### config.mk
export PLATFORM = sky130hd
export DESIGN_NAME = exc_seq
export DESIGN_NICKNAME = d
export VERILOG_FILES = /design/src/rtl/exc_seq_pkg.sv /design/src/rtl/exc_seq_sync2.sv /design/src/rtl/exc_seq.sv
export SDC_FILE = /design/constraint.sdc
export NUM_CORES = 1
export LEC_CHECK = 0
export ABC_AREA = 0
export BUFFER_PORTS_ARGS = -buffer_cell sky130_fd_sc_hd__buf_2
export CAP_MARGIN = 20
export CORE_AREA = 2 2 97 75
export CTS_CLUSTER_DIAMETER = 100
export CTS_CLUSTER_SIZE = 30
export DETAILED_ROUTE_END_ITERATION = 8
export DIE_AREA = 0 0 99 77
export PLACE_DENSITY = 0.84
export SLEW_MARGIN = 30
export SYNTH_ARGS = -nofsm -noshare
export SYNTH_HDL_FRONTEND = slang
export SYNTH_SLANG_ARGS = --single-unit
export TNS_END_PERCENT = 5
### constraint.sdc
create_clock -name clk -period 1.4 [get_ports clk]
set_input_delay 0.14 -clock clk [delete_from_list [all_inputs] [get_ports clk]]
set_output_delay 0.14 -clock clk [all_outputs]
set_load 0.03 [all_outputs]
### src/rtl/exc_seq_pkg.sv
// Shared types and constants for the exception entry/return sequencer.
package exc_seq_pkg;

  typedef enum logic [1:0] {
    ST_IDLE = 2'd0,
    ST_BAK  = 2'd1,
    ST_VEC  = 2'd2,
    ST_RET  = 2'd3
  } state_t;

  typedef enum logic {
    CAUSE_SWI = 1'b0,
    CAUSE_IRQ = 1'b1
  } cause_t;

  localparam logic [31:0] DEF_IRQ_VEC = 32'h0000_0018;
  localparam logic [31:0] DEF_SWI_VEC = 32'h0000_0008;

  // IRQ returns past the interrupted instruction, SWI returns to the next one.
  function automatic logic [31:0] entry_lr(input cause_t cause, input logic [31:0] pc_next);
    entry_lr = (cause == CAUSE_IRQ) ? (pc_next + 32'd4) : pc_next;
  endfunction

endpackage

### src/rtl/exc_seq_sync2.sv
// Two-flop synchronizer for the asynchronous IRQ level input.
module sync2 (
  input  logic clk,
  input  logic rst_n,
  input  logic d,
  output logic q
);

  logic meta_reg;
  logic sync_reg;

  always_ff @(posedge clk or negedge rst_n) begin
    if (!rst_n) begin
      meta_reg <= 1'b0;
      sync_reg <= 1'b0;
    end else begin
      meta_reg <= d;
      sync_reg <= meta_reg;
    end
  end

  assign q = sync_reg;

endmodule

### src/rtl/exc_seq.sv
// Exception sequencer: takes SWI/IRQ entries at instruction boundaries (SPSR
// backup, LR write, vector fetch) and handles exception returns (SPSR restore).
module exc_seq
  import exc_seq_pkg::*;
#(
  parameter logic [31:0] IRQ_VEC = DEF_IRQ_VEC,
  parameter logic [31:0] SWI_VEC = DEF_SWI_VEC
) (
  input  logic        clk,
  input  logic        rst_n,
  input  logic        en,
  input  logic        i_irq,
  input  logic        i_irq_mask,
  input  logic        i_int_mode,
  input  logic        i_boundary,
  input  logic        i_swi,
  input  logic        i_ret_req,
  input  logic [31:0] i_pc_next,
  output logic        o_spsr_bak,
  output logic        o_spsr_res,
  output logic        o_lr_we,
  output logic [31:0] o_lr,
  output logic        o_vec_valid,
  output logic [31:0] o_vec_addr,
  input  logic        i_vec_ready,
  output logic        o_busy,
  output logic        o_irq_pend,
  output logic [7:0]  o_irq_cnt
);

  state_t      state_reg, state_next;
  cause_t      cause_reg, cause_next;
  logic [31:0] lr_reg, lr_next;
  logic [7:0]  cnt_reg, cnt_next;
  logic        irq_sync;

  sync2 u_sync2 (
    .clk   (clk),
    .rst_n (rst_n),
    .d     (i_irq),
    .q     (irq_sync)
  );

  assign o_irq_pend = irq_sync & ~i_irq_mask & ~i_int_mode;

  always_ff @(posedge clk or negedge rst_n) begin
    if (!rst_n) begin
      state_reg <= ST_IDLE;
      cause_reg <= CAUSE_SWI;
      lr_reg    <= '0;
      cnt_reg   <= '0;
    end else begin
      state_reg <= state_next;
      cause_reg <= cause_next;
      lr_reg    <= lr_next;
      cnt_reg   <= cnt_next;
    end
  end

  always_comb begin
    state_next = state_reg;
    cause_next = cause_reg;
    lr_next    = lr_reg;
    cnt_next   = cnt_reg;
    case (state_reg)
      ST_IDLE: begin
        // SWI beats IRQ, and any entry beats a return in the same cycle.
        if (en && i_boundary && i_swi) begin
          state_next = ST_BAK;
          cause_next = CAUSE_SWI;
          lr_next    = entry_lr(CAUSE_SWI, i_pc_next);
        end else if (en && i_boundary && o_irq_pend) begin
          state_next = ST_BAK;
          cause_next = CAUSE_IRQ;
          lr_next    = entry_lr(CAUSE_IRQ, i_pc_next);
          cnt_next   = cnt_reg + 8'd1;
        end else if (en && i_ret_req && i_int_mode) begin
          state_next = ST_RET;
        end
      end
      ST_BAK: begin
        if (en) state_next = ST_VEC;
      end
      ST_VEC: begin
        if (en && i_vec_ready) state_next = ST_IDLE;
      end
      ST_RET: begin
        if (en) state_next = ST_IDLE;
      end
      default: state_next = ST_IDLE;
    endcase
  end

  // Outputs decode the registered state only, so they hold while en is low.
  assign o_spsr_bak  = (state_reg == ST_BAK);
  assign o_lr_we     = (state_reg == ST_BAK);
  assign o_lr        = (state_reg == ST_BAK) ? lr_reg : 32'd0;
  assign o_spsr_res  = (state_reg == ST_RET);
  assign o_vec_valid = (state_reg == ST_VEC);
  assign o_vec_addr  = (state_reg != ST_VEC)    ? 32'd0 :
                       (cause_reg == CAUSE_IRQ) ? IRQ_VEC : SWI_VEC;
  assign o_busy      = (state_reg != ST_IDLE);
  assign o_irq_cnt   = cnt_reg;

endmodule

==> results.md <==
- Power Dens Cells: 1472 nW/µm²
- DRC viols: 0
- Mapped cell area: 2806 µm²
- Required @ worst endpoint: 1.26 ns
- Leakage power total: 1.868 nW
- Root Driver: clkbuf_8
- Core ar.: 6669 µm²
- Simple-Gate Fraction of Synth Area: 28.13%
- Tmin final: 1.598 ns
- GP Congestion: 0.9188
- CTS tree: done
- Post-synth EDFFs: 0
- Share of cells above drive strength 1: 34.23%
- Synth cell types: 33
- Port buffer count: 89
- P_int: 3.397 mW
- Finish-stage setup viols: 37
- Final Util: 56.38%
- GR Util All Layers: 17.44%
- HP Class: input pin to register
- Antenna cell count: 0
- CTS Buffer Depth: 2
- Mux share of post-synthesis cell area: 1.962%
- First-pass GRT wire length: 10670 µm
- Hold path depth: 2
- XOR/XNOR Fraction of Synth Area: 11.23%
- R2R Setup Slk: -0.03 ns
- Final hold viol count: 0
- Post-CTS Setup Inserts: 0
- Largest family of logic cells by synthesized area: simple AND/OR/NAND/NOR gates
- Initial Utilization: 42.08%
- Post-synth top cells: dfrtp_1 (45), nand2_1 (40), and2_1 (37), buf_4 (32)
- Max cap viols: 0
- # clock sinks: 45
- Post-synth top area cell: dfrtp_1
- Slew Limit Fails: 0
- Pin count of the biggest net entering global routing: 35
- Final instance area: 3760 µm²
- GRT overflow: 0
- Sequential share of power: 37.5%
- Worst R2R Path Depth: 5
- Clock Skew: 0.007936 ns
- Switching Share: 38.62%
- Ys async rst share: 100.0%
- Slowest CP cell: dfrtp_1
- RSZ-0062 raised after global routing: true
- Sw power: 2.137 mW
- Reg-to-Reg End: o_irq_cnt[5]
- Slowest stage delay, CP: 0.41 ns
- Final net count: 452
- Max reg flops: 32
- Die Footprint: 7623 µm²
- Initial antenna violation count: 0
- Post-DP Area: 3393 µm²
- Antenna Nets Post-Route: 0
- Final worst slack: -0.1981 ns
- Syn avg cell area: 9.171 µm²
- Chip width: 99 µm
- Crit-path max FO: 34
- Sequential fraction of the synthesis area: 40.12%
- DR vias: 2343
- Top post-synthesis cells by area: dfrtp_1 (40%), buf_4 (8.6%), and2_1 (8.2%)
- CP Cell Sequence: buf_6 -> nor2b_4 -> buf_12 -> and2_1 -> buf_6
- Clock Latency Late Sink: 0.30 ns
- VDD IR max: 0.6017 mV
- Die Span Y: 77 µm
- Hold wc startpoint: i_pc_next[0]
- I/O Pins: 120
- Status: finished with violations
- Placed cells: 483
- Crit Path Category: register to output port
- H-Tree Depth: 2
- Post-synthesis instance total: 306
- Post-detail-place hpwl: 4967 µm
- CP dominant cell by count: buf_6
- Cell Rows: 26
- Most numerous cell in the Yosys netlist: dfrtp_1
- CTS clk-pin slew, worst paths: 0.08 ns
- Yosys Warn Count: 0
- Inserted Clock Buffers: 5
- FF+latch count, synth: 45
- WL/cell: 13.04 µm
- Initial drt markers: 120
- Post-Layout Cell Count: 493
- Vias in the first global route: 2244
- CP arrival: 1.46 ns
- Area delta synth->final: 33.97%
- Via-to-Cell Ratio: 4.753
- Dominant synthesized flop cell: dfrtp_1
- Synth top area share: 40.12%
- First-pass detailed-route iteration total: 4
- Worst r2r src: u_sync2.q
- Comb power frac: 44.2%
- Adder-Cell Fraction of Synth Area: 0.8917%
- Post-synthesis compound-gate area fraction: 6.643%
- Clock power frac: 18.4%
- Violated checks: negative setup slack
- DRT Wirelength: 6431 µm
- Crit. End Element: output port
- Fmax: 625.8 MHz
- Hold Crit Endpoint: lr_reg[0]
- CP Launch Type: register
- Tcrit/Tclk final: 114.1%
==> layout by cell type, fill, tap and decap left out, types with 3 or more instances in the layout <==
cell	Yosys	layout
and2_1	37	35
dfrtp_1	45	45
mux2_2	4	4
nand4_1	15	15
nor2_1	4	4
xnor2_1	11	11
and4_1	6	4
clkbuf_8	0	6
xor2_1	25	25
nand2_1	40	38
buf_6	0	34
buf_12	0	4
o21ai_0	25	15
buf_2	2	56
nand3_1	10	8
and3_1	9	9
o21ai_1	8	17
conb_1	1	30
buf_4	32	16
nand3_2	1	3
==> worst max-delay path, delay by kind of cell, from the launching register on <==
kind,cells,cell delay [ns]
flops,1,0.41
buf+inv,3,0.46
simple gates,2,0.29
==> through the flow <==
| stage | hold slack, ns | TNS [ns] | total power, mW | worst slack [ns] |
|---|---|---|---|---|
| floorplan | -0.1556 | -10.13 | 3.530 | -0.2486 |
| global placement | 0.08340 | -0.008828 | 4.152 | -0.004663 |
| detailed placement | 0.08566 | -0.8528 | 4.228 | -0.06114 |
| CTS | 0.07371 | -6.773 | 5.544 | -0.2220 |
| global route | 0.08422 | -10.77 | 5.905 | -0.2554 |
| finish | 0.08054 | -5.713 | 5.534 | -0.1981 |
==> kinds of logic after synthesis <==
group | count (synthesis)
AND/OR/NAND/NOR | 134
buffers and inverters | 47
flip-flops | 45
AO/OA/AOI/OAI | 36
XOR/XNOR | 36
multiplexers | 5
adder cells (fa/ha/maj) | 2
other | 1
==> how the worst max path moves through the flow <==
stage                 startpoint            to
floorplan              u_sync2.q  o_irq_cnt[5]
global placement    i_pc_next[2]    lr_reg[22]
detailed placement     u_sync2.q     lr_reg[0]
CTS                 state_reg[1]      o_lr[31]
global route        state_reg[1]      o_lr[14]
finish              state_reg[1]      o_lr[14]
==> cell type report <==
class                           instances  area (µm²)
Fill cell                             593        2909
Multi-Input combinational cell        243        1525
Sequential cell                        45        1126
Timing Repair Buffer                  112       883.3
Tap cell                               84       105.1
Clock buffer                            7       86.33
Clock inverter                          1       30.03
Inverter                                1       3.754
==> layer usage <==
layer  vias up  GRT usage, %  part of all wire, %
li1       1174             -                    -
met1      1091         22.33                   45
met2        68         29.66                   48
met3        10         3.008                  4.6
met4         0         6.164                  1.7
met5         -             0                    0
==> repair_timing <==
item                                    in CTS  in global routing
cloned                                       0                  0
gates resized for setup                     72                 12
hold endpoints to repair                    16                  0
endpoints found under the setup margin      70                 74
pin swaps                                    1                  2
hold buffers                                 2                  0
==> power groups by stage <==
stage	Clock [mW]	Combinational, mW	Sequential (mW)
6_report	1.02	2.45	2.07
5_1_grt	1.10	2.65	2.15
4_1_cts	1.04	2.43	2.07
3_5_place_dp	0	2.14	2.09
3_3_place_gp	0	2.08	2.08
2_1_floorplan	0	1.48	2.05
No activity file was read; power rests on OpenSTA's default activity.
